--- src/rtl/minisrc_pkg.sv ---
// Shared definitions for the Mini SRC control unit: opcodes, IR field
// positions, sequencer states and opcode-class helpers.
package minisrc_pkg;

  localparam logic [4:0] OP_ADD  = 5'b00011;
  localparam logic [4:0] OP_SUB  = 5'b00100;
  localparam logic [4:0] OP_AND  = 5'b00101;
  localparam logic [4:0] OP_OR   = 5'b00110;
  localparam logic [4:0] OP_ROR  = 5'b00111;
  localparam logic [4:0] OP_ROL  = 5'b01000;
  localparam logic [4:0] OP_SHR  = 5'b01001;
  localparam logic [4:0] OP_SHRA = 5'b01010;
  localparam logic [4:0] OP_SHL  = 5'b01011;
  localparam logic [4:0] OP_NEG  = 5'b10001;
  localparam logic [4:0] OP_NOT  = 5'b10010;
  localparam logic [4:0] OP_NOP  = 5'b11010;
  localparam logic [4:0] OP_HALT = 5'b11011;

  localparam int OPC_LSB = 27;
  localparam int RA_LSB  = 23;
  localparam int RB_LSB  = 19;
  localparam int RC_LSB  = 15;

  typedef enum logic [2:0] {
    S_RESET,
    S_T0,
    S_T1,
    S_T2,
    S_T3,
    S_T4,
    S_T5,
    S_HALT
  } state_t;

  function automatic logic [4:0] opcode_of(input logic [31:0] ir);
    return ir[OPC_LSB +: 5];
  endfunction

  function automatic logic [3:0] field_of(input logic [31:0] ir, input int lsb);
    return ir[lsb +: 4];
  endfunction

  // Three-register ALU operations: Rb latched into Y, Rc on the bus.
  function automatic logic is_alu3(input logic [4:0] op);
    case (op)
      OP_ADD, OP_SUB, OP_AND, OP_OR, OP_ROR,
      OP_ROL, OP_SHR, OP_SHRA, OP_SHL: return 1'b1;
      default:                         return 1'b0;
    endcase
  endfunction

  function automatic logic is_alu2(input logic [4:0] op);
    return (op == OP_NEG) || (op == OP_NOT);
  endfunction

endpackage

--- src/rtl/reg_select.sv ---
// Turns a 4-bit register field into a one-hot register strobe vector,
// gated by an enable so the vector is all-zero when the slot is unused.
module reg_select #(
  parameter int NUM_REGS = 16
) (
  input  logic [3:0]          field,
  input  logic                en,
  output logic [NUM_REGS-1:0] onehot
);

  always_comb begin
    onehot = '0;
    if (en && (32'(field) < NUM_REGS)) onehot[field] = 1'b1;
  end

endmodule

--- src/rtl/control_unit.sv ---
// Hardwired Moore sequencer for Mini SRC: fetch (T0-T2) then a per-class
// execute sequence (T3-T5), with HALT as a sink left only through clr.
module control_unit
  import minisrc_pkg::*;
#(
  parameter int NUM_REGS = 16
) (
  input  logic                clk,
  input  logic                clr,
  input  logic [31:0]         IR_Data,
  input  logic                mem_rdy,
  output logic                PC_out,
  output logic                PC_in,
  output logic                MAR_in,
  output logic                Read,
  output logic                MDR_in,
  output logic                MDR_out,
  output logic                IR_in,
  output logic                Y_in,
  output logic                Z_in,
  output logic                Zlow_out,
  output logic                inc_pc,
  output logic [4:0]          alu_instruction,
  output logic [NUM_REGS-1:0] reg_in,
  output logic [NUM_REGS-1:0] reg_out,
  output logic                run,
  output logic                illegal,
  output state_t              state_dbg
);

  state_t     state_q, state_d;
  logic [4:0] opcode;
  logic [3:0] ra, rb, rc;
  logic [3:0] out_field;
  logic       alu3, alu2;
  logic       in_en, out_en;
  logic       unused_ir_bits;

  // IR is only meaningful in T3-T5; it was loaded at the end of T2.
  assign opcode         = opcode_of(IR_Data);
  assign ra             = field_of(IR_Data, RA_LSB);
  assign rb             = field_of(IR_Data, RB_LSB);
  assign rc             = field_of(IR_Data, RC_LSB);
  assign alu3           = is_alu3(opcode);
  assign alu2           = is_alu2(opcode);
  assign unused_ir_bits = ^IR_Data[14:0];
  assign state_dbg      = state_q;

  always_ff @(posedge clk) begin
    if (clr) state_q <= S_RESET;
    else     state_q <= state_d;
  end

  always_comb begin
    state_d         = state_q;
    PC_out          = 1'b0;
    PC_in           = 1'b0;
    MAR_in          = 1'b0;
    Read            = 1'b0;
    MDR_in          = 1'b0;
    MDR_out         = 1'b0;
    IR_in           = 1'b0;
    Y_in            = 1'b0;
    Z_in            = 1'b0;
    Zlow_out        = 1'b0;
    inc_pc          = 1'b0;
    alu_instruction = 5'b00000;
    run             = 1'b0;
    illegal         = 1'b0;
    in_en           = 1'b0;
    out_en          = 1'b0;
    out_field       = rb;
    case (state_q)
      S_RESET: state_d = S_T0;
      S_T0: begin
        run     = 1'b1;
        PC_out  = 1'b1;
        MAR_in  = 1'b1;
        inc_pc  = 1'b1;
        Z_in    = 1'b1;
        state_d = S_T1;
      end
      // Z holds PC+1 from T0; it is written back only once the read lands.
      S_T1: begin
        run    = 1'b1;
        Read   = 1'b1;
        MDR_in = 1'b1;
        if (mem_rdy) begin
          Zlow_out = 1'b1;
          PC_in    = 1'b1;
          state_d  = S_T2;
        end
      end
      S_T2: begin
        run     = 1'b1;
        MDR_out = 1'b1;
        IR_in   = 1'b1;
        state_d = S_T3;
      end
      S_T3: begin
        run = 1'b1;
        if (alu3) begin
          out_en  = 1'b1;
          Y_in    = 1'b1;
          state_d = S_T4;
        end else if (alu2) begin
          out_en          = 1'b1;
          alu_instruction = opcode;
          Z_in            = 1'b1;
          state_d         = S_T4;
        end else if (opcode == OP_NOP) begin
          state_d = S_T0;
        end else if (opcode == OP_HALT) begin
          state_d = S_HALT;
        end else begin
          illegal = 1'b1;
          state_d = S_T0;
        end
      end
      S_T4: begin
        run     = 1'b1;
        state_d = S_T0;
        if (alu3) begin
          out_en          = 1'b1;
          out_field       = rc;
          alu_instruction = opcode;
          Z_in            = 1'b1;
          state_d         = S_T5;
        end else if (alu2) begin
          Zlow_out = 1'b1;
          in_en    = 1'b1;
        end
      end
      S_T5: begin
        run      = 1'b1;
        Zlow_out = 1'b1;
        in_en    = 1'b1;
        state_d  = S_T0;
      end
      S_HALT:  state_d = S_HALT;
      default: state_d = S_RESET;
    endcase
  end

  reg_select #(.NUM_REGS(NUM_REGS)) u_sel_in (
    .field  (ra),
    .en     (in_en),
    .onehot (reg_in)
  );

  reg_select #(.NUM_REGS(NUM_REGS)) u_sel_out (
    .field  (out_field),
    .en     (out_en),
    .onehot (reg_out)
  );

endmodule
--- config.mk ---
export PLATFORM = sky130hd
export DESIGN_NAME = control_unit
export DESIGN_NICKNAME = d
export VERILOG_FILES = /design/src/rtl/minisrc_pkg.sv /design/src/rtl/reg_select.sv /design/src/rtl/control_unit.sv
export SDC_FILE = /design/constraint.sdc
export NUM_CORES = 1
export LEC_CHECK = 0
export CORE_ASPECT_RATIO = 0.7
export CORE_MARGIN = 1.5
export CORE_UTILIZATION = 31
export CTS_CLUSTER_SIZE = 28
export DETAILED_ROUTE_END_ITERATION = 8
export PLACE_DENSITY_LB_ADDON = 0.1
export SYNTH_ARGS = -nofsm -noshare
export SYNTH_HDL_FRONTEND = slang
export SYNTH_SLANG_ARGS = --single-unit
--- constraint.sdc ---
create_clock -name clk -period 1.7 [get_ports clk]
set_clock_uncertainty 0.2 [all_clocks]
set_input_delay 0.255 -clock clk [delete_from_list [all_inputs] [get_ports clk]]
set_output_delay 0.255 -clock clk [all_outputs]
set_load 0.02 [all_outputs]
==> results of run 1 <==
==> synthesized netlist by cell type, types with 3 or more instances <==
| cell | instances |
|---|---|
| nor2_1 | 21 |
| dfxtp_1 | 3 |
| nand3_1 | 19 |
| inv_1 | 5 |
| nand2b_1 | 4 |
| o22ai_1 | 8 |
| buf_2 | 7 |
| a21oi_1 | 15 |
| a311oi_1 | 4 |
| nor4_1 | 3 |
| a31oi_1 | 5 |
| clkbuf_1 | 5 |
| nand2_1 | 9 |
| nor2b_1 | 7 |
| and2_1 | 6 |
| nor3_1 | 9 |
| buf_4 | 5 |
| nand4_1 | 8 |
| o21ai_0 | 7 |
| buf_6 | 4 |
==> through the flow <==
stage	setup TNS (ns)	worst slack [ns]	utilization, %	cell area, um2
after CTS	-21.00	-0.669	91.1	3240
after detailed placement	-55.58	-1.39	75.2	2680
after global placement	-52.88	-1.30	75.2	2680
after floorplan	-7.06	-0.328	-	1640
==> repair_timing <==
action                                  4_1_cts
pin swaps                                    26
hold endpoints to repair                      0
cloned                                        3
buffers inserted                             27
endpoints found under the setup margin       56
gates resized for setup                     375
==> cells by family after synthesis <==
family,share of synthesized area (%)
AO/OA/AOI/OAI,34.8
XOR/XNOR,1.40
buffers and inverters,13.7
flip-flops,5.17
AND/OR/NAND/NOR,45.0
==> results.py, run 1 <==
metrics = {
    "floorplan": {
        "ios": 88,
        "rows": 18,
        "die_w_um": 76.2,
        "die_h_um": 54.2,
        "initial_core_util_pct": 32.7,
    },
    "grt": {
        "grt_max_degree": 12,
    },
    "yosys": {
        "yosysSeqAreaShare_pct": 5.17,
        "synth_area_leaders": "nand3_1 (8.2%), nor2_1 (6.8%), a21oi_1 (6.5%)",
        "synth_top_area_cell": "nand3_1",
        "ys.flop_type": "dfxtp_1",
        "yosysWarnings": 0,
        "yosysTopAreaCellShare_pct": 8.18,
        "synth_area_um2": 1160,
        "synth_cell_types": 44,
        "synth_edf_count": 0,
        "ys_seq_elements": 3,
        "syn_avg_cell_area_um2": 6.35,
        "synthCells": 183,
        "synth_nets": 218,
        "synth-async-reset-ratio_pct": 0,
    },
    "status": {
        "lastStage": "global routing (5_1_grt)",
        "error_line": "[ERROR DPL-0038] Utilization greater than 100%, impossible to legalize",
        "status": "aborted with a tool error",
    },
    "placement": {
        "hpwlAfterDp_um": 4320,
        "portBuffers": 72,
        "dpl.cell_count": 339,
        "gp_congestion": 0.850,
    },
    "cts": {
        "ctsHoldBuffers": 0,
        "clockBufferDepth": 2,
        "numCtsBuffers": 3,
        "clock-sinks": 3,
        "cts_max_level": 1,
        "cts_root_buf": "clkbuf_8",
    },
    "sta": {
        "worst-ep-kind": "output port",
        "worst_endpoint": "reg_out[8]",
    },
}
==> run 2, diff against run 1 <==
==> config.mk (replaced) <==
export PLATFORM = sky130hd
export DESIGN_NAME = control_unit
export DESIGN_NICKNAME = d
export VERILOG_FILES = /design/src/rtl/minisrc_pkg.sv /design/src/rtl/reg_select.sv /design/src/rtl/control_unit.sv
export SDC_FILE = /design/constraint.sdc
export NUM_CORES = 1
export LEC_CHECK = 0
export CORE_AREA = 2 2 63 65
export DETAILED_ROUTE_END_ITERATION = 8
export DIE_AREA = 0 0 65 67
export PLACE_DENSITY_LB_ADDON = 0.15
export SYNTH_ARGS = -nofsm -noshare
export SYNTH_HDL_FRONTEND = slang
export SYNTH_SLANG_ARGS = --single-unit
==> constraint.sdc (replaced) <==
create_clock -name clk -period 2.2 [get_ports clk]
set_clock_uncertainty 0.2 [all_clocks]
set_input_delay 0.33 -clock clk [delete_from_list [all_inputs] [get_ports clk]]
set_output_delay 0.33 -clock clk [all_outputs]
set_load 0.02 [all_outputs]
==> results.py, run 2 <==
metrics = {
    "route": {
        "met3WireLength_um": 313,
        "met1_length_um": 2180,
        "drt-vias-per-instance": 5.44,
        "routed.top_layer": "met4",
        "drc": 0,
        "via_count": 1953,
        "ant_nets": 0,
        "routed_wl_um": 5450,
        "wl_met2_um": 2870,
        "wl_per_cell_um": 15.2,
        "firstDrtPassIters": 4,
        "initialDrtViolationCount": 107,
    },
    "worst_setup_path": {
        "criticalPathCategory": "reg -> out",
        "rr_startpoint": "state_dbg[2]",
        "rr_endpoint": "state_dbg[2]",
        "crit_start": "state_dbg[0]",
        "cp_max_fo": 8,
        "rr_worst_depth": 6,
        "crit_path_end_kind": "primary output",
        "critical_path.endpoint": "reg_out[5]",
        "crit_arrival_ns": 1.82,
        "cp.required_ns": 1.67,
        "r2r_slack_ns": 0.30,
        "start_kind": "register",
    },
    "cts": {
        "numCtsBuffers": 3,
        "ctsHoldBuffers": 0,
        "clkTransAtPathRegs_ns": 0.03,
        "clock-sinks": 3,
        "cts_root_buf": "clkbuf_8",
        "clockBufferDepth": 2,
        "cts_max_level": 1,
        "clk_latency_ns": 0.21,
        "cts_tree": "yes",
    },
    "floorplan": {
        "rows": 22,
        "die_w_um": 65,
        "initial_core_util_pct": 32.2,
        "die_h_um": 67,
        "dieArea_um2": 4360,
        "fp.coreArea_um2": 3610,
        "ios": 88,
    },
    "placement": {
        "hpwlAfterDp_um": 3500,
        "portBuffers": 72,
        "gp_congestion": 0.805,
        "dpl.cell_count": 338,
    },
    "sta": {
        "worst_slew_pin_slew_ns": 0.382,
        "hold_violations": 0,
        "fin_crit_ns": 2.35,
        "rsz0062_at_grt": "yes",
        "setup-violations-final": 16,
        "period_share_pct": 107,
        "tns_ns": -1.73,
        "worst_slack_ns": -0.153,
        "maxSlewViolCount": 0,
        "hold-worst-slack_ns": 0.444,
        "slew_headroom_pct": 74.4,
        "fmax_mhz": 425,
    },
    "yosys": {
        "synth_area_um2": 1160,
        "syn_avg_cell_area_um2": 6.35,
        "synth_compound_area_share_pct": 34.8,
        "yosysTopAreaCellShare_pct": 8.18,
        "synth_top_area_cell": "nand3_1",
        "synth-simple-area-share_pct": 45.0,
        "synthCells": 183,
        "synth_nets": 218,
        "yosysWarnings": 0,
        "synth-xor-area-share_pct": 1.40,
        "synth_top_family_by_area": "simple AND/OR/NAND/NOR gates",
        "synth_mux_area_share_pct": 0,
        "ys_seq_elements": 3,
        "synth-async-reset-ratio_pct": 0,
        "synth_common_cells": "nor2_1 (21), nand3_1 (19), a21oi_1 (15)",
        "synth_most_common_cell": "nor2_1",
        "synth_edf_count": 0,
        "synth_fa_ha_area_share_pct": 0,
        "ys.flop_type": "dfxtp_1",
        "synth_area_leaders": "nand3_1 (8.2%), nor2_1 (6.8%), a21oi_1 (6.5%)",
        "yosysSeqAreaShare_pct": 5.17,
        "synth_cell_types": 44,
    },
    "job": {
        "drv_cap": 0,
    },
    "min_path": {
        "hp-class": "in -> reg",
    },
    "power_and_ir_drop": {
        "power_switching_mw": 0.357,
        "p_leak_nw": 1.15,
        "power_frac_clock_pct": 19.7,
        "seqPwrFrac_pct": 9.3,
        "swShare_pct": 44.0,
        "pwr-share-comb_pct": 71.0,
        "internal_power_mw": 0.454,
        "powerDensity_nw_per_um2": 296,
        "power.total_mw": 0.812,
        "ir_drop_mv": 0.396,
    },
    "finish": {
        "area_growth_pct": 136,
        "largest_reg_flops": 3,
        "layout_commonest_cell": "buf_4",
        "final_core_util_pct": 76.1,
        "fin_nets": 347,
        "layout-drive-gt1-share_pct": 60.1,
        "diodes": 0,
        "stdcell_count": 359,
        "final_cell_mix": "buf_4 (65), buf_6 (31), nor2_1 (19), buf_2 (19), nand3_1 (16)",
    },
    "grt": {
        "overflow": 0,
        "track_usage_pct": 22.4,
        "grt_pass1_vias": 1834,
        "grt_max_degree": 15,
        "grt_pass1_wl_um": 8020,
        "antenna_found_initial": 0,
    },
    "status": {
        "status": "finished, violations left",
        "violations": "negative setup slack",
    },
}
run 2: cell counts after synthesis:
No cell type changed its count.
run 2: logic make-up (layout without fill, tap and decap cells):
family / Yosys count / in the layout
AOI/OAI and AO/OA: 57 / 57
xor gates and xnor gates: 1 / 1
buffers and inverters: 27 / 155
and+or+nand+nor: 95 / 95
DFF: 3 / 3
run 2: worst min-delay path by stage:
stage / cells after the start / endpoint / start
2_1_floorplan: 1 / state_dbg[1] / clr
3_3_place_gp: 3 / state_dbg[0] / state_dbg[1]
3_5_place_dp: 3 / state_dbg[0] / state_dbg[1]
4_1_cts: 3 / state_dbg[0] / state_dbg[1]
5_1_grt: 5 / state_dbg[1] / IR_Data[29]
6_report: 5 / state_dbg[1] / IR_Data[29]
run 2: layout make-up:
type,instances,area (um2)
Clock buffer,4,45.0
Fill cell,267,861
Inverter,6,22.5
Multi-Input combinational cell,153,1310
Sequential cell,3,68.8
Tap cell,48,60.1
Timing Repair Buffer,145,1240
run 2: stage by stage:
step                      area [um2]  setup slack (ns)
after CTS                       2490            -0.124
final                           2750            -0.153
after global placement          2330            -0.877
after global routing            2750            -0.197
after detailed placement        2330            -0.892
after floorplan                 1250            -0.172
run 2: power by group through the flow:
stage                     Sequential, mW  Combinational, mW  Clock [mW]
after floorplan                   0.0783              0.245           0
after global placement            0.0702              0.471           0
after detailed placement          0.0709              0.473           0
after CTS                         0.0741              0.506       0.161
after global routing              0.0760              0.613       0.167
final                             0.0755              0.576       0.160
run 2: per-layer routing:
| metal | up-vias | track usage, % |
|---|---|---|
| li1 | 947 | - |
| met1 | 918 | 26.5 |
| met2 | 80 | 42.9 |
| met3 | 8 | 2.87 |
| met4 | 0 | 4.26 |
| met5 | - | 0 |
run 2: critical path, cell delays in order (launching register included):
cell	delay [ns]
dfxtp_2	0.32
or4b_4	0.53
o41ai_4	0.07
buf_4	0.20
o21ai_4	0.12
buf_6	0.15
o22ai_4	0.08
buf_6	0.13
run 2: what timing repair did:
item                                    4_1_cts  5_1_grt
buffers inserted                              9        8
pin swaps                                    25       24
resized for setup                           269       54
cloned                                        0        1
endpoints found under the setup margin       49       41
(Power assumes the default switching activity.)
==> run 3, diff against run 2 <==
--- a/config.mk
+++ b/config.mk
@@ -5,9 +5,9 @@
 export SDC_FILE = /design/constraint.sdc
 export NUM_CORES = 1
 export LEC_CHECK = 0
-export CORE_AREA = 2 2 63 65
+export CORE_MARGIN = 1.5
+export CORE_UTILIZATION = 31
 export DETAILED_ROUTE_END_ITERATION = 8
-export DIE_AREA = 0 0 65 67
 export PLACE_DENSITY_LB_ADDON = 0.15
 export SYNTH_ARGS = -nofsm -noshare
 export SYNTH_HDL_FRONTEND = slang
==> constraint.sdc (replaced) <==
create_clock -name clk -period 1.95 [get_ports clk]
set_clock_uncertainty 0.2 [all_clocks]
set_input_delay 0.2925 -clock clk [delete_from_list [all_inputs] [get_ports clk]]
set_output_delay 0.2925 -clock clk [all_outputs]
set_load 0.02 [all_outputs]
==> results.py, run 3 (synthesis gave the netlist of run 2 again) <==
metrics = {
    "route": {
        "initialDrtViolationCount": 223,
        "via_count": 2518,
        "drt-vias-per-instance": 6.63,
        "ant_nets": 0,
        "firstDrtPassIters": 5,
        "drc": 0,
        "routed_wl_um": 9640,
        "wl_per_cell_um": 25.4,
    },
    "worst_setup_path": {
        "criticalPathCategory": "reg -> out",
        "crit_arrival_ns": 1.98,
        "critPathMostFrequentCell": "buf_4",
        "cp.required_ns": 1.46,
        "rr_endpoint": "state_dbg[2]",
        "rr_worst_depth": 6,
        "crit_path_end_kind": "primary output",
        "r2r_slack_ns": -0.01,
        "slowest_stage": "dfxtp_4",
        "rr_startpoint": "state_dbg[2]",
        "cp_max_fo": 5,
        "start_kind": "register",
        "path_cells": "buf_4 > buf_8 > nand4_1 > buf_4 > o21a_4 > nor4b_4 > buf_4",
        "cpPeakStageDelay_ns": 0.38,
    },
    "finish": {
        "stdcell_count": 380,
        "multi_input_area_um2": 1640,
        "layout-drive-gt1-share_pct": 74.4,
        "fin_nets": 368,
        "layout_commonest_cell": "buf_4",
        "final.fill_count": 110,
        "final_cell_mix": "buf_4 (79), buf_6 (52), nand3_1 (15)",
        "diodes": 0,
        "area_growth_pct": 195,
        "ff_latch_area_um2": 68.8,
        "largest_reg_flops": 3,
    },
    "sta": {
        "worst_slew_pin_slew_ns": 0.510,
        "worst_slack_ns": -0.523,
        "rsz0062_at_grt": "yes",
        "maxSlewViolCount": 0,
        "fin_crit_ns": 2.47,
        "hold_violations": 0,
        "period_share_pct": 127,
        "fmax_mhz": 404,
        "slew_headroom_pct": 66.0,
        "setup-violations-final": 47,
        "tns_ns": -15.38,
    },
    "floorplan": {
        "die_h_um": 64.2,
        "die_w_um": 64.2,
        "fp.coreArea_um2": 3630,
        "initial_core_util_pct": 32.0,
        "ios": 88,
        "dieArea_um2": 4130,
        "rows": 22,
    },
    "grt": {
        "grt_max_degree": 23,
        "grt_pass1_vias": 2103,
        "antenna_found_initial": 0,
        "grt_pass1_wl_um": 10500,
        "track_usage_pct": 31.9,
        "overflow": 0,
    },
    "min_path": {
        "min_to": "state_dbg[0]",
        "hp-class": "in -> reg",
        "hold_path.startpoint": "clr",
        "whs_path_depth": 2,
    },
    "cts": {
        "clockBufferDepth": 2,
        "cts_root_buf": "clkbuf_8",
        "cts_max_level": 1,
        "clkTransAtPathRegs_ns": 0.04,
        "clock-sinks": 3,
        "clk_latency_ns": 0.24,
        "cts_tree": "yes",
        "numCtsBuffers": 3,
    },
    "status": {
        "violations": "negative setup slack",
        "status": "finished, violations left",
    },
    "power_and_ir_drop": {
        "p_leak_nw": 1.34,
        "ir_drop_mv": 0.339,
        "powerDensity_nw_per_um2": 353,
    },
    "job": {
        "drv_cap": 0,
    },
    "placement": {
        "hpwlAfterDp_um": 3840,
        "portBuffers": 72,
        "gp_congestion": 0.852,
        "dpl.cell_count": 349,
    },
}
==> run 3: cell count changes in the layout (fill, tap and decap cells not counted), sizes merged <==
cell | previous run | this run
o21a | 1 | 2
inv | 6 | 5
clkinvlp | 0 | 1
buf | 117 | 142
clkbuf | 6 | 11
clkdlybuf4s50 | 11 | 12
dlygate4sd2 | 9 | 1
clkdlybuf4s15 | 4 | 1
==> run 3: critical path, delay by kind of cell, from the launching register on <==
family,cells,cell delay (ns)
AOI/OAI and AO/OA,1,0.23
buffers and inverters,4,0.65
DFF,1,0.38
and+or+nand+nor,2,0.48
==> run 3: stage by stage <==
step                      area, um2  utilization, %  hold slack (ns)  worst slack (ns)  power, mW
after floorplan                1510               -            0.154            -0.158      0.419
after global placement         2670            73.3            0.478             -1.15      0.679
after detailed placement       2670            73.3            0.480             -1.19      0.688
after CTS                      3100            85.4            0.460            -0.348       1.01
after global routing           3420            94.2            0.501            -0.500       1.23
final                          3420            94.2            0.491            -0.523       1.21
==> run 3: worst max path at each step <==
stage                       from           to  slack, ns  cells past startpoint
floorplan           state_dbg[0]   reg_out[0]      -0.16                      5
detailed placement   IR_Data[28]   reg_in[11]      -1.19                      7
finish              state_dbg[0]    reg_in[7]      -0.52                      7
CTS                 state_dbg[0]  reg_out[14]      -0.35                      7
global placement     IR_Data[29]   reg_out[2]      -1.15                      8
global route        state_dbg[1]  reg_out[12]      -0.50                      7
==> run 3: report_power, final <==
group,internal [mW],switching (mW)
logic,0.410,0.504
clock network,0.141,0.0638
registers,0.0725,0.0170
==> run 3: layer usage <==
metal | global-route usage, % | wire length (um) | vias to the layer above
met1 | 38.7 | 3250 | 1185
met3 | 4.05 | 798 | 98
met4 | 14.4 | 812 | 0
met2 | 55.6 | 4770 | 243
li1 | - | - | 992
met5 | 0 | 0 | -
==> run 3: layout make-up <==
class	count	area share, %
Tap cell	48	1.75
Inverter	6	0.840
Timing Repair Buffer	165	46.3
Multi-Input combinational cell	154	47.8
Clock buffer	4	1.32
Sequential cell	3	2.01
==> run 3: repair_timing <==
item,4_1_cts,5_1_grt
pin swaps,28,26
gates cloned,2,0
setup buffers,17,11
resized for setup,327,92
endpoints found under the setup margin,51,51
hold buffers,0,0
==> run 4, diff against run 3 <==
--- a/config.mk
+++ b/config.mk
@@ -8,6 +8,7 @@
 export CORE_MARGIN = 1.5
 export CORE_UTILIZATION = 31
 export DETAILED_ROUTE_END_ITERATION = 8
+export GPL_ROUTABILITY_DRIVEN = 0
 export PLACE_DENSITY_LB_ADDON = 0.15
 export SYNTH_ARGS = -nofsm -noshare
 export SYNTH_HDL_FRONTEND = slang
==> results of run 4 <==
No change in the layout: final DEF, timing and power equal those of run 3.
